$ cat config.mk
export PLATFORM = sky130hd
export DESIGN_NAME = servo_scan_seq
export DESIGN_NICKNAME = d
export VERILOG_FILES = /design/src/rtl/servo_scan_seq_pkg.sv /design/src/rtl/servo_scan_seq_cycle_timer.sv /design/src/rtl/servo_scan_seq.sv
export SDC_FILE = /design/constraint.sdc
export NUM_CORES = 1
export LEC_CHECK = 0
export ABC_AREA = 1
export CAP_MARGIN = 20
export CORE_MARGIN = 2
export CORE_UTILIZATION = 49
export DETAILED_ROUTE_END_ITERATION = 6
export GPL_TIMING_DRIVEN = 1
export PLACE_DENSITY = 0.86
export SLEW_MARGIN = 20
export SYNTH_ARGS = -nofsm -noshare
export SYNTH_HDL_FRONTEND = slang
export SYNTH_SLANG_ARGS = --single-unit
$ cat constraint.sdc
create_clock -name clk -period 1.8 [get_ports clk]
set_clock_uncertainty 0.2 [all_clocks]
set_input_delay 0.36 -clock clk [delete_from_list [all_inputs] [get_ports clk]]
set_output_delay 0.36 -clock clk [all_outputs]
set_load 0.01 [all_outputs]
$ cat src/rtl/servo_scan_seq_pkg.sv
// Shared types and constants for the servo scan sequencer.
// Position codes match the PWM stage's 2-bit input; defaults assume a 50 MHz clock.
package servo_scan_seq_pkg;

   localparam int unsigned SETTLE_CYCLES_DEF = 12_500_000;
   localparam int unsigned MEAS_TIMEOUT_DEF  = 1_500_000;
   localparam int unsigned DIST_W_DEF        = 16;

   localparam logic [1:0] POS_0    = 2'b00;
   localparam logic [1:0] POS_1    = 2'b01;
   localparam logic [1:0] POS_2    = 2'b10;
   localparam logic [1:0] POS_PARK = POS_1;

   typedef enum logic [2:0] {
      ST_IDLE,
      ST_MOVE,
      ST_SETTLE,
      ST_TRIG,
      ST_WAIT,
      ST_NEXT,
      ST_FINISH
   } state_e;

   function automatic int unsigned max2(input int unsigned a, input int unsigned b);
      return (a > b) ? a : b;
   endfunction

endpackage

$ cat src/rtl/servo_scan_seq_cycle_timer.sv
// Clear/enable up-counter with terminal-count compare, shared by SETTLE and WAIT.
// Holds at the terminal count so it can never wrap inside a state.
module cycle_timer #(
   parameter int unsigned W = 8
) (
   input  logic         clk,
   input  logic         rst_n,
   input  logic         clr_i,
   input  logic         en_i,
   input  logic [W-1:0] tc_val_i,
   output logic         tc_o
);

   logic [W-1:0] cnt_q, cnt_d;

   assign tc_o = en_i && (cnt_q == tc_val_i);

   always_comb begin
      cnt_d = cnt_q;
      if (clr_i)
         cnt_d = '0;
      else if (en_i && !tc_o)
         cnt_d = cnt_q + 1'b1;
   end

   always_ff @(posedge clk or negedge rst_n) begin
      if (!rst_n) cnt_q <= '0;
      else        cnt_q <= cnt_d;
   end

endmodule

$ cat src/rtl/servo_scan_seq.sv
// Servo scan sequencer: steps the PWM position through 00/01/10, settles, takes one
// ultrasonic range reading per position, then parks at centre and pulses done.
module servo_scan_seq
   import servo_scan_seq_pkg::*;
#(
   parameter int unsigned SETTLE_CYCLES = SETTLE_CYCLES_DEF,
   parameter int unsigned MEAS_TIMEOUT  = MEAS_TIMEOUT_DEF,
   parameter int unsigned DIST_W        = DIST_W_DEF
) (
   input  logic              clk,
   input  logic              rst_n,
   input  logic              start,
   output logic              busy,
   output logic              done,
   output logic [1:0]        pos,
   output logic              us_trig,
   input  logic              us_done,
   input  logic [DIST_W-1:0] us_dist,
   output logic [DIST_W-1:0] dist0,
   output logic [DIST_W-1:0] dist1,
   output logic [DIST_W-1:0] dist2,
   output logic [2:0]        tmo
);

   localparam int unsigned TW = $clog2(max2(SETTLE_CYCLES, MEAS_TIMEOUT) + 1);
   localparam logic [TW-1:0] SETTLE_TC = TW'(SETTLE_CYCLES - 1);
   localparam logic [TW-1:0] MEAS_TC   = TW'(MEAS_TIMEOUT - 1);

   state_e                   state_q;
   logic [1:0]               idx_q;
   logic [1:0]               pos_q;
   logic                     busy_q, done_q, trig_q;
   logic [2:0][DIST_W-1:0]   dist_q;
   logic [2:0]               tmo_q;

   logic                     tmr_clr, tmr_en, tmr_tc;
   logic [TW-1:0]            tmr_tc_val;

   // Timer restarts from zero on entry to SETTLE (via MOVE) and WAIT (via TRIG).
   assign tmr_clr    = (state_q == ST_MOVE) || (state_q == ST_TRIG);
   assign tmr_en     = (state_q == ST_SETTLE) || (state_q == ST_WAIT);
   assign tmr_tc_val = (state_q == ST_WAIT) ? MEAS_TC : SETTLE_TC;

   cycle_timer #(.W(TW)) u_timer (
      .clk      (clk),
      .rst_n    (rst_n),
      .clr_i    (tmr_clr),
      .en_i     (tmr_en),
      .tc_val_i (tmr_tc_val),
      .tc_o     (tmr_tc)
   );

   always_ff @(posedge clk or negedge rst_n) begin
      if (!rst_n) begin
         state_q <= ST_IDLE;
         idx_q   <= '0;
         pos_q   <= POS_PARK;
         busy_q  <= 1'b0;
         done_q  <= 1'b0;
         trig_q  <= 1'b0;
         dist_q  <= '0;
         tmo_q   <= '0;
      end else begin
         done_q <= 1'b0;
         trig_q <= 1'b0;
         case (state_q)
            ST_IDLE: if (start) begin
               state_q <= ST_MOVE;
               busy_q  <= 1'b1;
               idx_q   <= '0;
               dist_q  <= '0;
               tmo_q   <= '0;
            end
            ST_MOVE: begin
               pos_q   <= idx_q;
               state_q <= ST_SETTLE;
            end
            ST_SETTLE: if (tmr_tc) begin
               trig_q  <= 1'b1;
               state_q <= ST_TRIG;
            end
            ST_TRIG: state_q <= ST_WAIT;
            // A result arriving on the timeout cycle still counts as a valid reading.
            ST_WAIT: if (us_done) begin
               dist_q[idx_q] <= us_dist;
               state_q       <= ST_NEXT;
            end else if (tmr_tc) begin
               dist_q[idx_q] <= '1;
               tmo_q[idx_q]  <= 1'b1;
               state_q       <= ST_NEXT;
            end
            ST_NEXT: if (idx_q == 2'd2) begin
               pos_q   <= POS_PARK;
               done_q  <= 1'b1;
               busy_q  <= 1'b0;
               state_q <= ST_FINISH;
            end else begin
               idx_q   <= idx_q + 2'd1;
               state_q <= ST_MOVE;
            end
            ST_FINISH: state_q <= ST_IDLE;
            default:   state_q <= ST_IDLE;
         endcase
      end
   end

   assign busy    = busy_q;
   assign done    = done_q;
   assign pos     = pos_q;
   assign us_trig = trig_q;
   assign dist0   = dist_q[0];
   assign dist1   = dist_q[1];
   assign dist2   = dist_q[2];
   assign tmo     = tmo_q;

endmodule

==> results of run 1 <==
-- path summary, 6_finish.rpt --
check | start | endpoint | cells past startpoint
setup / recovery | u_timer.cnt_q[22]$_DFFE_PN0P_ | u_timer.cnt_q[19]$_DFFE_PN0P_ | 12
hold / removal | rst_n | done$_DFF_PN0_ | 2
setup reg to reg | u_timer.cnt_q[22]$_DFFE_PN0P_ | u_timer.cnt_q[19]$_DFFE_PN0P_ | 12
hold reg to reg | pos[0]$_DFFE_PN1P_ | pos[0]$_DFFE_PN1P_ | 2
max in group asynchronous | rst_n | dist2[15]$_DFFE_PN0P_ | 3
min in group clk | pos[0]$_DFFE_PN1P_ | pos[0]$_DFFE_PN1P_ | 2
-- per-layer routing --
layer,global-route usage,vias up,wire (um)
met5,0,-,0
met4,0.131,0,2160
met3,0.0677,272,2750
met2,0.489,709,9910
met1,0.350,2953,7020
li1,-,2563,-
-- cell usage after synthesis (2+ instances only) --
master,n
sky130_fd_sc_hd__a21o_1,2
sky130_fd_sc_hd__a21oi_1,48
sky130_fd_sc_hd__buf_2,8
sky130_fd_sc_hd__buf_4,4
sky130_fd_sc_hd__buf_6,6
sky130_fd_sc_hd__clkbuf_1,16
sky130_fd_sc_hd__dfrtp_1,84
sky130_fd_sc_hd__ha_1,4
sky130_fd_sc_hd__inv_1,36
sky130_fd_sc_hd__inv_2,2
sky130_fd_sc_hd__nand2_1,228
sky130_fd_sc_hd__nand2_4,3
sky130_fd_sc_hd__nand3_1,76
sky130_fd_sc_hd__nand3b_1,10
sky130_fd_sc_hd__nand4_1,9
sky130_fd_sc_hd__nor2_1,98
sky130_fd_sc_hd__nor2_2,2
sky130_fd_sc_hd__nor2_4,4
sky130_fd_sc_hd__nor3_1,3
sky130_fd_sc_hd__o21ai_0,21
sky130_fd_sc_hd__or2_0,2
sky130_fd_sc_hd__xor2_1,15
-- worst max-delay path: stages (launching register included) --
cell and delay [ps]:
sky130_fd_sc_hd__dfrtp_1 450, sky130_fd_sc_hd__inv_1 140, sky130_fd_sc_hd__nand2_1 80, sky130_fd_sc_hd__nor2_1 130, sky130_fd_sc_hd__nand2_2 90, sky130_fd_sc_hd__nor2_4 140
sky130_fd_sc_hd__nand2_2 100, sky130_fd_sc_hd__nor2_4 140, sky130_fd_sc_hd__nor2_4 70, sky130_fd_sc_hd__buf_12 130, sky130_fd_sc_hd__buf_2 160, sky130_fd_sc_hd__nand4_1 120
sky130_fd_sc_hd__nand2_1 100
-- per-stage QoR --
step	instances	utilization	instance area (um^2)	total power (W)	TNS (ps)
6_report	1002	0.779	7620	0.00934	-20520
5_1_grt	1002	0.779	7620	0.00958	-25530
4_1_cts	990	0.704	6880	0.00773	-8340
3_5_place_dp	957	0.661	6460	0.00590	-17070
3_3_place_gp	957	0.661	6460	0.00575	-11700
2_1_floorplan	688	-	4990	0.00438	-3990
-- timing repair --
| action | 4_1_cts | 5_1_grt |
|---|---|---|
| resized for setup | 82 | 143 |
| hold buffers | 1 | 0 |
| setup buffers | 13 | 5 |
| setup endpoints to repair | 131 | 80 |
| pin swaps | 7 | 49 |
| gates cloned | 3 | 8 |
| endpoints found under the hold margin | 24 | 0 |
-- power by group through the flow --
stage / clock network [W] / logic, W / registers (W)
3_3_place_gp: 0 / 0.00333 / 0.00241
4_1_cts: 0.00126 / 0.00409 / 0.00239
5_1_grt: 0.00138 / 0.00573 / 0.00247
3_5_place_dp: 0 / 0.00347 / 0.00243
6_report: 0.00131 / 0.00556 / 0.00246
2_1_floorplan: 0 / 0.00190 / 0.00248
-- final cells by class --
cell class / count / area [um^2] / area share
Clock buffer: 11 / 141 / 0.0186
Clock inverter: 5 / 36.3 / 0.00476
Multi-Input combinational cell: 534 / 3100 / 0.407
Tap cell: 133 / 166 / 0.0218
Inverter: 38 / 143 / 0.0187
Sequential cell: 85 / 2130 / 0.279
Timing Repair Buffer: 196 / 1910 / 0.250
-- kinds of logic (layout without fill, tap and decap cells) --
logic type,Yosys count,after routing,share of synthesized area
AND/OR/NAND/NOR,438,441,0.384
flip-flops,85,85,0.432
AO/OA/AOI/OAI,73,73,0.0764
buffers and inverters,72,250,0.0691
XOR/XNOR,16,16,0.0284
adder cells (fa/ha/maj),4,4,0.0102
-- sequential cells by signal, summed over array words and instances (netlist names) --
signal and flops:
us_trig 1, done 1, dist0 16, u_timer.cnt_q 24, dist1 16, busy 1
idx_q 2, dist2 16, pos 2, state_q 3, tmo 3
==> results by group, run 1 <==
STA
  – Slew margin rel.: 0.729
  – Tightest Pin Transition: 407 ps
  – Final hold violations: 0
  – Fmax: 0.460 GHz
  – Unrepaired setup endpoints after global routing: true
  – Fin worst setup slack: -372 ps
  – Final number of setup-violating endpoints: 76
  – Slew Limit Fails: 0
  – Part of the cycle the worst path needs: 1.21
  – Post-Route Hold Slack: 238 ps
  – Minimum clock period: 2170 ps

Clock network
  – Maximum number of buffers from clock root to sink: 2
  – Worst-path clk slew: 90 ps
  – CTS root buf: sky130_fd_sc_hd__clkbuf_8
  – Clock latency reported for the late side of the worst-skew pair: 380 ps
  – Number of buffers inserted during clock tree synthesis: 9
  – Total number of clock tree sinks: 85
  – CTS HTree Levels: 3
  – TritonCTS clock tree: yes

Synthesis
  – Cell area after synthesis: 4930 um^2
  – Library cell with the largest summed area after synthesis: sky130_fd_sc_hd__dfrtp_1
  – Fraction of post-synthesis cell area in the top cell type by area: 0.427
  – YS warnings: 0
  – Number of unique standard cell types used by synthesis: 29
  – Number of enable flip-flop cells after synthesis: 0
  – Number of instances in the synthesized netlist: 688
  – Number of synthesized register bits: 85
  – Share of flip-flops with an asynchronous set or reset after synthesis: 1.00
  – Leading post-synthesis cells by cell area: sky130_fd_sc_hd__dfrtp_1 (43%), sky130_fd_sc_hd__nand2_1 (17%), sky130_fd_sc_hd__nand3_1 (7.7%)
  – Most used DFF post-synth: sky130_fd_sc_hd__dfrtp_1
  – Average cell area after synthesis: 7.16 um^2
  – Sequential fraction of the synthesis area: 0.432
  – Number of nets produced by synthesis: 712

Power and ir drop
  – Share of total power in sequential cells: 0.264
  – Net Sw Frac: 0.453
  – Power per unit of standard cell area: 1230 nW/um^2
  – Comb pwr share: 0.595
  – VDD IR max: 1080 uV
  – Leakage power: 3.89 nW
  – Switching power: 0.00423 W
  – Clock share of power: 0.141
  – Internal power: 0.00510 W

Route
  – Routed wire per std cell: 21.8 um
  – Drt first-iter violations: 1180
  – Residual antenna-violating net count after detailed routing: 0
  – Count of vias placed by the detailed router: 6497
  – Via-to-Cell Ratio: 6.48
  – Number of iterations in the first detailed-routing pass: 7
  – Total wire length after detailed routing: 21800 um
  – DRC viols: 51

Setup path
  – CP Launch Type: register
  – Arrival time reported for the critical path endpoint: 2240 ps
  – Critical path class: register to register
  – Data required time of the worst path: 1870 ps
  – Max FO, Critical Path: 5
  – Type of element capturing the critical path: register
  – Reg-to-reg slack, setup: -370 ps

Status
  – Status: finished, violations left
  – Violated checks: DRC, setup timing

Flow run
  – Max cap viols: 0

Placement
  – Detailed-placement wirelength estimate: 10800 um
  – Weighted congestion at the end of routability-driven global placement: 0.957
  – Count of input and output buffers: 75
  – Post-placement setup slack: -320 ps

Floorplanning
  – Area of the core: 9770 um^2
  – Starting density of the core: 0.504
  – Horizontal extent of the die: 104 um
  – Die extent in y: 104 um
  – Std cell rows: 36
  – # IOs: 76
  – Total die area: 10900 um^2

Final layout
  – Count of nets after finishing: 888
  – Area Growth Syn to Fin: 54.6%
  – # diodes: 0
  – Layout cell share with drive strength beyond 1: 0.315
  – Most frequent standard cell in the layout excluding fill and tap cells: sky130_fd_sc_hd__nand2_1
  – Most used cells in the layout excluding fill and tap cells: sky130_fd_sc_hd__nand2_1 (150), sky130_fd_sc_hd__nor2_1 (97), sky130_fd_sc_hd__buf_4 (91)
  – Filler cells: 527

Global routing
  – Antenna violations before repair: 0
  – Wire length of the first global-routing pass: 25500 um
  – Maximum number of pins on one net before global-route repair: 35
  – Via count of the first global-routing pass: 5449
  – Tot GR Track Use: 0.289
  – Overflow left after global routing: 0

Hold path
  – Worst min-delay path category: primary input to async pin
Note: power is estimated with default switching activity, not from simulation.
==> run 2, diff against run 1 <==
- CORE_ASPECT_RATIO: unset -> 1.2
- CORE_UTILIZATION: 49 -> 50
- PLACE_DENSITY: 0.86 -> 0.84
- clock period: 1.8 -> 2.6 ns (I/O delays scaled with it)
==> run 2 against run 1 <==
  * The flow now finishes without violations
  * Die area down 1.9%
  * Routed wire length down 38%
  * Setup slack better by 570 ps
  * Clock power up 6%
  * Worst hold slack better by 32 ps
  * Critical path type unchanged
  * Critical endpoint is now u_timer.cnt_q[9]$_DFFE_PN0P_
==> results by group, run 2 (same netlist as run 1, synthesis figures left out) <==
Floorplanning
  – Std cell rows: 39 (+8.3%)
  – Horizontal extent of the die: 94.6 um (-9.3%)
  – Total die area: 10700 um^2 (-1.9%)
  – # IOs: 76 (unchanged)
  – Starting density of the core: 0.515 (+0.0111)
  – Area of the core: 9560 um^2 (-2.2%)
  – Die extent in y: 113 um (+8.1%)

Placement
  – Weighted congestion at the end of routability-driven global placement: 0.891 (-6.9%)
  – Post-placement setup slack: 202 ps (+522 ps)
  – Detailed-placement wirelength estimate: 9400 um (-13%)
  – Count of input and output buffers: 75 (unchanged)

Route
  – Residual antenna-violating net count after detailed routing: 0 (unchanged)
  – DRC viols: 0 (-100%)
  – Routed wire per std cell: 15.1 um (-31%)
  – Total wire length after detailed routing: 13500 um (-38%)
  – Count of vias placed by the detailed router: 4915 (-24%)
  – Drt first-iter violations: 297 (-75%)
  – Via-to-Cell Ratio: 5.50 (-15%)
  – Number of iterations in the first detailed-routing pass: 5 (-2)

Setup path
  – Type of element capturing the critical path: register
  – Data required time of the worst path: 2630 ps (+760 ps)
  – Arrival time reported for the critical path endpoint: 2430 ps (+190 ps)
  – Max FO, Critical Path: 25 (+20)
  – Critical path class: register to register
  – CP Launch Type: register

Flow run
  – Max cap viols: 0 (unchanged)

Final layout
  – Most frequent standard cell in the layout excluding fill and tap cells: sky130_fd_sc_hd__nand2_1
  – Max reg flops: 24 (unchanged)
  – Area Growth Syn to Fin: 25.1%
  – Register with the most flip-flops: u_timer.cnt_q
  – Filler cells: 783 (+49%)
  – Most used cells in the layout excluding fill and tap cells: sky130_fd_sc_hd__nand2_1 (228), sky130_fd_sc_hd__nor2_1 (98), sky130_fd_sc_hd__dfrtp_1 (84)
  – # diodes: 0 (unchanged)
  – Layout cell share with drive strength beyond 1: 0.0727 (-0.243)
  – Count of nets after finishing: 789 (-11%)

STA
  – Tightest Pin Transition: 717 ps (+310 ps)
  – Post-Route Hold Slack: 270 ps (+32.3 ps)
  – Minimum clock period: 2400 ps (+230 ps)
  – Setup Total Neg Slack: 0 ps (+20520 ps)
  – Slew Limit Fails: 0 (unchanged)
  – Unrepaired setup endpoints after global routing: false
  – Fmax: 0.416 GHz (-9.6%)
  – Final number of setup-violating endpoints: 0 (-100%)
  – Final hold violations: 0 (unchanged)
  – Fin worst setup slack: 197 ps (+570 ps)
  – Part of the cycle the worst path needs: 0.924 (-0.283)
  – Slew margin rel.: 0.521 (-0.207)

Global routing
  – Antenna violations before repair: 0 (unchanged)
  – Tot GR Track Use: 0.264 (-0.0254)
  – Via count of the first global-routing pass: 4805 (-12%)
  – Wire length of the first global-routing pass: 22400 um (-12%)
  – Overflow left after global routing: 0 (unchanged)
  – Maximum number of pins on one net before global-route repair: 65 (+86%)

Status
  – Status: completed

Clock network
  – TritonCTS clock tree: yes
  – Maximum number of buffers from clock root to sink: 2 (unchanged)
  – CTS root buf: sky130_fd_sc_hd__clkbuf_16
  – Total number of clock tree sinks: 85 (unchanged)
  – Number of buffers inserted during clock tree synthesis: 9 (unchanged)
  – Clock latency reported for the late side of the worst-skew pair: 350 ps (-30 ps)
  – Resized Gates After CTS: 0 (-100%)
  – Worst-path clk slew: 60 ps (-30 ps)
  – CTS HTree Levels: 3 (unchanged)

Power and ir drop
  – VDD IR max: 503 uV (-53%)
  – Power per unit of standard cell area: 805 nW/um^2 (-34%)
  – Leakage power: 2.94 nW (-24%)

Hold path
  – Worst min-delay path category: register to register
## run 2: changes by cell type in the layout (fill, tap and decap cells not counted), moves of 9 or more
cell                              previous run  this run
sky130_fd_sc_hd__nand2_1                   150       228
sky130_fd_sc_hd__buf_4                      91        23
sky130_fd_sc_hd__nand2_2                    61         1
sky130_fd_sc_hd__clkdlybuf4s50_1            18        74
sky130_fd_sc_hd__dlygate4sd2_1              54         0
sky130_fd_sc_hd__nand3_1                    42        76
sky130_fd_sc_hd__nand3_2                    28         0
sky130_fd_sc_hd__nand2_4                    17         3
sky130_fd_sc_hd__clkbuf_8                   10         0
sky130_fd_sc_hd__buf_12                     11         2
sky130_fd_sc_hd__buf_6                       9         0
## run 2: area by class of cell
class / count / area [um^2] / share of cell area
Multi-Input combinational cell: 531 / 2460 / 0.399
Sequential cell: 85 / 2130 / 0.345
Timing Repair Buffer: 100 / 963 / 0.156
Clock buffer: 10 / 229 / 0.0371
Tap cell: 123 / 154 / 0.0250
Inverter: 38 / 143 / 0.0231
Clock inverter: 6 / 86.3 / 0.0140
## run 2: worst max-delay path, stage by stage (launching register included)
cell and delay [ps]:
sky130_fd_sc_hd__dfrtp_1 430, sky130_fd_sc_hd__nor2_2 160, sky130_fd_sc_hd__nand2_1 200, sky130_fd_sc_hd__inv_1 130
sky130_fd_sc_hd__nand2_1 90, sky130_fd_sc_hd__nand2_1 140, sky130_fd_sc_hd__nor2_4 70, sky130_fd_sc_hd__nor2_4 500
sky130_fd_sc_hd__nor2_8 160, sky130_fd_sc_hd__nand2_1 110, sky130_fd_sc_hd__nand2_1 60
## run 2: timing repair
action / 4_1_cts / 5_1_grt
hold buffers: 1 / 0
buffers inserted: 0 / 0
endpoints found under the hold margin: 37 / 0
## run 2: worst paths after layout
kind                       cells past startpoint  slack (ps)                             to                          start
max                                           10         200   u_timer.cnt_q[9]$_DFFE_PN0P_         state_q[1]$_DFFE_PN0P_
min                                            2         270  u_timer.cnt_q[22]$_DFFE_PN0P_  u_timer.cnt_q[22]$_DFFE_PN0P_
max reg2reg                                   10         200   u_timer.cnt_q[9]$_DFFE_PN0P_         state_q[1]$_DFFE_PN0P_
min reg2reg                                    2         270  u_timer.cnt_q[22]$_DFFE_PN0P_  u_timer.cnt_q[22]$_DFFE_PN0P_
max in group asynchronous                      3        1120   u_timer.cnt_q[1]$_DFFE_PN0P_                          rst_n
min in group asynchronous                      2         490           dist0[9]$_DFFE_PN0P_                          rst_n
## run 2: power breakdown
group	internal (W)	leakage, nW	switching [W]
Combinational	0.000642	1.62	0.00126
Sequential	0.00150	1.17	0.000166
Clock	0.000842	0.153	0.000547
## run 2: through the flow
step           utilization  power [W]  instance area, um^2  instances
3_3_place_gp         0.610    0.00349                 5840        876
4_1_cts              0.644    0.00496                 6160        893
3_5_place_dp         0.610    0.00356                 5840        876
5_1_grt              0.644    0.00524                 6160        893
6_report             0.644    0.00496                 6160        893
2_1_floorplan            -    0.00298                 4930        688
## run 2: per-layer routing
metal | share of wire | vias to the layer above | global-route usage
met2 | 0.50 | 223 | 0.430
met4 | 0.035 | 0 | 0.156
met5 | 0 | - | 0
li1 | - | 2361 | -
met3 | 0.069 | 41 | 0.0393
met1 | 0.40 | 2290 | 0.331
==> run 3, diff against run 2 <==
- ABC_CLOCK_PERIOD_IN_PS: unset -> 2600
- CAP_MARGIN: 20 -> 15
==> results of run 3 <==
The final DEF is identical to that of run 2; final timing and power are the same.
==> RTL edit 1, RTL diff (config.mk and constraints of run 2) <==
The 7 states of `state_e` get a one-hot encoding in 7 bits.
--- a/src/rtl/servo_scan_seq_pkg.sv
+++ b/src/rtl/servo_scan_seq_pkg.sv
@@ -12,12 +12,12 @@
    localparam logic [1:0] POS_PARK = POS_1;
 
-   typedef enum logic [2:0] {
-      ST_IDLE,
-      ST_MOVE,
-      ST_SETTLE,
-      ST_TRIG,
-      ST_WAIT,
-      ST_NEXT,
-      ST_FINISH
+   typedef enum logic [6:0] {
+      ST_IDLE   = 7'b0000001,
+      ST_MOVE   = 7'b0000010,
+      ST_SETTLE = 7'b0000100,
+      ST_TRIG   = 7'b0001000,
+      ST_WAIT   = 7'b0010000,
+      ST_NEXT   = 7'b0100000,
+      ST_FINISH = 7'b1000000
    } state_e;
 
Formal check against the unedited RTL: no difference found for any inputs over 10 cycles, from zero or initial values and one cycle with rst_n low; not proved beyond that.
==> RTL edit 1 against run 2 <==
Via count increased by 3.8%; power decreased by 18%; sequential cell count increased by 4; first-iteration DRC count increased by 11%; final area increased by 2.9%; setup slack got worse by 16 ps; non-clock buffer count unchanged; area after synthesis increased by 2.2%; maximum frequency decreased by 0.66%; routed wire length increased by 7.0%; sequential share of layout area increased by 0.61 points; critical path type unchanged; largest power group is now clock.
==> RTL edit 1: results (changes against run 2) <==
Synth
  – Synth cell types: 34 (+17%)
  – Synth Net Count: 697 (-2.1%)
  – Post-synthesis mux area share: 0 (unchanged)
  – Post-synth top cells: 178 x nand2_1, 95 x nor2_1, 87 x dfrtp_1
  – Compound-cell area share of the yosys netlist: 0.1018 (+0.02540)
  – Top cells by area, synth: dfrtp_1 43%, nand2_1 13%, nand4_1 7.1%
  – Synth warn: 0 (unchanged)
  – Post-Synth Adder-Cell Area: 0.009933 (-0.0002219)
  – Xor/xnor share of the synthesized area: 0.02607 (-0.002360)
  – Syn avg cell area: 7.487 um2 (+4.5%)
  – Seq/Total Area, Yosys: 0.4425 (+0.01068)
  – Ys async rst share: 1.000 (unchanged)

Outcome
  – Status: finished clean

Global route
  – Largest net degree at the start of global routing: 63 (-3.1%)
  – Initial antenna violation count: 0 (unchanged)
  – Vias in the first global route: 4952 (+3.1%)
  – First-pass GRT wire length: 23490 um (+4.8%)
  – All-layer global routing usage: 0.2738 (+0.009840)

Min path
  – Hold Crit Start: busy
  – Hold Path End: busy
  – Hold Path Depth: 2 (unchanged)

Drt
  – Total Routed Length: 14430 um (+7.0%)
  – M1 wire length: 5571 um (+3.6%)
  – Vias per cell: 5.810 (+5.6%)
  – WL/cell: 16.43 um (+8.8%)
  – Met2 WL: 7442 um (+11%)
  – Routed wl met3: 1070 um (+16%)
  – First DRT Iteration DRCs: 331 (+11%)

Placed design
  – Final Wtd Congestion: 0.9433 (+5.8%)
  – Placed instance count: 858 (-2.1%)
  – Post-DP HPWL: 9843 um (+4.7%)

Clocking
  – H-tree levels: 3 (unchanged)
  – Post-cts resize count: 0 (unchanged)
  – Clock transition at path regs: 60 ps (about the same)

Setup path
  – R2r endpoint: dist0[15]
  – Worst setup path startpoint: u_timer.cnt_q[0]
  – Worst Path Max Fanout: 16 (-36%)
  – CP arrival: 2450 ps (+20 ps)
  – R2R depth: 10 (unchanged)
  – CP max stage delay: 430 ps (-70 ps)
  – Slowest cell on the critical path: dfrtp_1
  – Worst reg-to-reg setup slack: 180 ps (-20 ps)

Pwr
  – Max VDD drop: 0.0003419 V (-32%)
  – LEAKAGE: 2.899 nW (-1.3%)

Final layout
  – NumNets Final: 771 (-2.3%)
  – Layout cell share with drive strength beyond 1: 0.08777 (+0.01504)
  – Filler cells: 814 (+4.0%)
  – Diode count: 0 (unchanged)

STA
  – Max-slew headroom: 0.6284 (+0.1071)
-- RTL edit 1: worst max path at each step --
stage               cells past startpoint         to  slack [ps]
floorplan                              11  dist2[10]         520
global route                           10  dist2[13]          -5
CTS                                    10  dist0[14]         150
global placement                        7  dist2[13]         200
detailed placement                      7  dist0[12]         170
finish                                 10  dist0[15]         180
-- RTL edit 1: metal layers --
| layer | global-route usage | vias up |
|---|---|---|
| met4 | 0.1190 | 0 |
| met3 | 0.04690 | 36 |
| met2 | 0.4676 | 276 |
| met5 | 0 | - |
| li1 | - | 2401 |
| met1 | 0.3369 | 2388 |
-- RTL edit 1: logic make-up after synthesis --
kind of cell             Yosys count
flip-flops                        89
AND/OR/NAND/NOR                  388
XOR/XNOR                          15
adder cells (fa/ha/maj)            4
buffers and inverters             77
AO/OA/AOI/OAI                    100
-- RTL edit 1: power breakdown --
| part | total, mW | switching [mW] | internal [mW] |
|---|---|---|---|
| Clock | 1.58 | 0.547 | 1.04 |
| Combinational | 1.00 | 0.762 | 0.239 |
| Sequential | 1.49 | 0.0535 | 1.44 |
-- RTL edit 1: cell type report --
class                      count  share of cell area
timing repair buffer         100              0.1538
inverter                      40             0.02406
clock inverter                 5             0.02011
tap                          126             0.02485
clock buffer                  11             0.03668
sequential                    89              0.3514
multi-input combinational    507              0.3891
-- RTL edit 1: tightest hold or removal path, stage by stage (launching register included) --
cell and delay [ps]:
dfrtp_1 340, nand2_1 50, o21ai_0 60
-- RTL edit 1: through the flow --
step	setup WS, ps	hold slack [ps]	total power, mW	area [um2]
3_5_place_dp	171.6	271.0	2.495	5952
2_1_floorplan	517.9	24.41	2.264	5039
3_3_place_gp	202.8	266.3	2.461	5952
4_1_cts	152.2	294.4	4.074	6322
5_1_grt	-5.419	313.6	4.231	6345
6_report	181.5	293.2	4.080	6345
==> RTL edit 2, RTL diff (flow settings as in run 2) <==
Without the edit above. `DIST_W_DEF`: 16 -> 32.
--- a/src/rtl/servo_scan_seq_pkg.sv
+++ b/src/rtl/servo_scan_seq_pkg.sv
@@ -5,5 +5,5 @@
    localparam int unsigned SETTLE_CYCLES_DEF = 12_500_000;
    localparam int unsigned MEAS_TIMEOUT_DEF  = 1_500_000;
-   localparam int unsigned DIST_W_DEF        = 16;
+   localparam int unsigned DIST_W_DEF        = 32;
 
    localparam logic [1:0] POS_0    = 2'b00;
Ports: changed (resized dist0, dist1, dist2 and us_dist); port bits go from 76 to 140. No check against the original RTL was run, so the function may have changed too.
==> RTL edit 2 against run 2 <==
Sequential cell count increased by 48; area after synthesis increased by 50%; combinational power increased by 73%; setup slack improved by 49 ps; non-clock buffer count increased by 76; sequential share of layout area decreased by 0.25 points; sequential power increased by 63%; final area increased by 58%; clock power increased by 88%; via count increased by 62%; power increased by 74%; routed wire length increased by 73%; first-iteration DRC count increased to 3.9 times the old value; critical path type unchanged.
==> RTL edit 2: results (changes against run 2) <==
Outcome
  – Status: finished clean

Synth
  – Xor/xnor share of the synthesized area: 0.008287 (-0.02015)
  – Top cells by area, synth: dfrtp_1 45%, nand2_1 16%, nand4_1 9.8%
  – Post-synth top cells: 324 x nand2_1, 148 x nor2_1, 132 x dfrtp_1
  – Seq/Total Area, Yosys: 0.4500 (+0.01819)
  – Post-Synth Adder-Cell Area: 0.006765 (-0.003390)
  – Compound-cell area share of the yosys netlist: 0.1038 (+0.02742)

Global route
  – First-pass GRT wire length: 37200 um (+66%)
  – All-layer global routing usage: 0.3013 (+0.03732)

Setup path
  – End of the critical path: dist2[23]
  – Worst Path Max Fanout: 18 (-28%)
  – CP arrival: 2470 ps (+40 ps)
  – R2R depth: 11 (+1)

Final layout
  – Post-route insts no fill: 1342 (+50%)
  – Layout cell share with drive strength beyond 1: 0.06855 (-0.004175)
  – Area of the multi-input gates: 3597 um2 (+46%)
  – NumNets Final: 1194 (+51%)

Pwr
  – LEAKAGE: 4.595 nW (+56%)
  – Cell-internal power: 5.300 mW (+78%)
  – Max VDD drop: 0.0005729 V (+14%)
  – Clk. pwr: 2.62 mW (+88%)

Placed design
  – Post-DP HPWL: 15270 um (+62%)
  – Final Wtd Congestion: 0.9180 (+3.0%)
  – Number of port buffers: 139 (+85%)

Drt
  – Total Routed Length: 23340 um (+73%)
[RTL edit 2: cell count changes after synthesis, sizes merged, moves of 47 or more]
cell,run 2,this run
nand2,232,326
nand3,76,27
dfrtp,84,132
nor2,105,152
nand4,10,116
a21oi,48,97
[RTL edit 2: per-layer routing]
layer / wire (um) / vias up / track usage / part of all wire
li1: - / 3703 / - / -
met4: 761 / 0 / 0.1439 / 0.033
met5: 0 / - / 0 / 0
met3: 2116 / 65 / 0.06027 / 0.091
met2: 11570 / 482 / 0.5046 / 0.50
met1: 8891 / 3718 / 0.3736 / 0.38
[RTL edit 2: area by class of cell]
class | count | area share
repair buffers | 176 | 0.1821
well taps | 175 | 0.02254
multi-input cells | 785 | 0.3703
inverters | 41 | 0.01597
flip-flops and latches | 133 | 0.3428
clock inverters | 11 | 0.01778
clock buffers | 21 | 0.04843
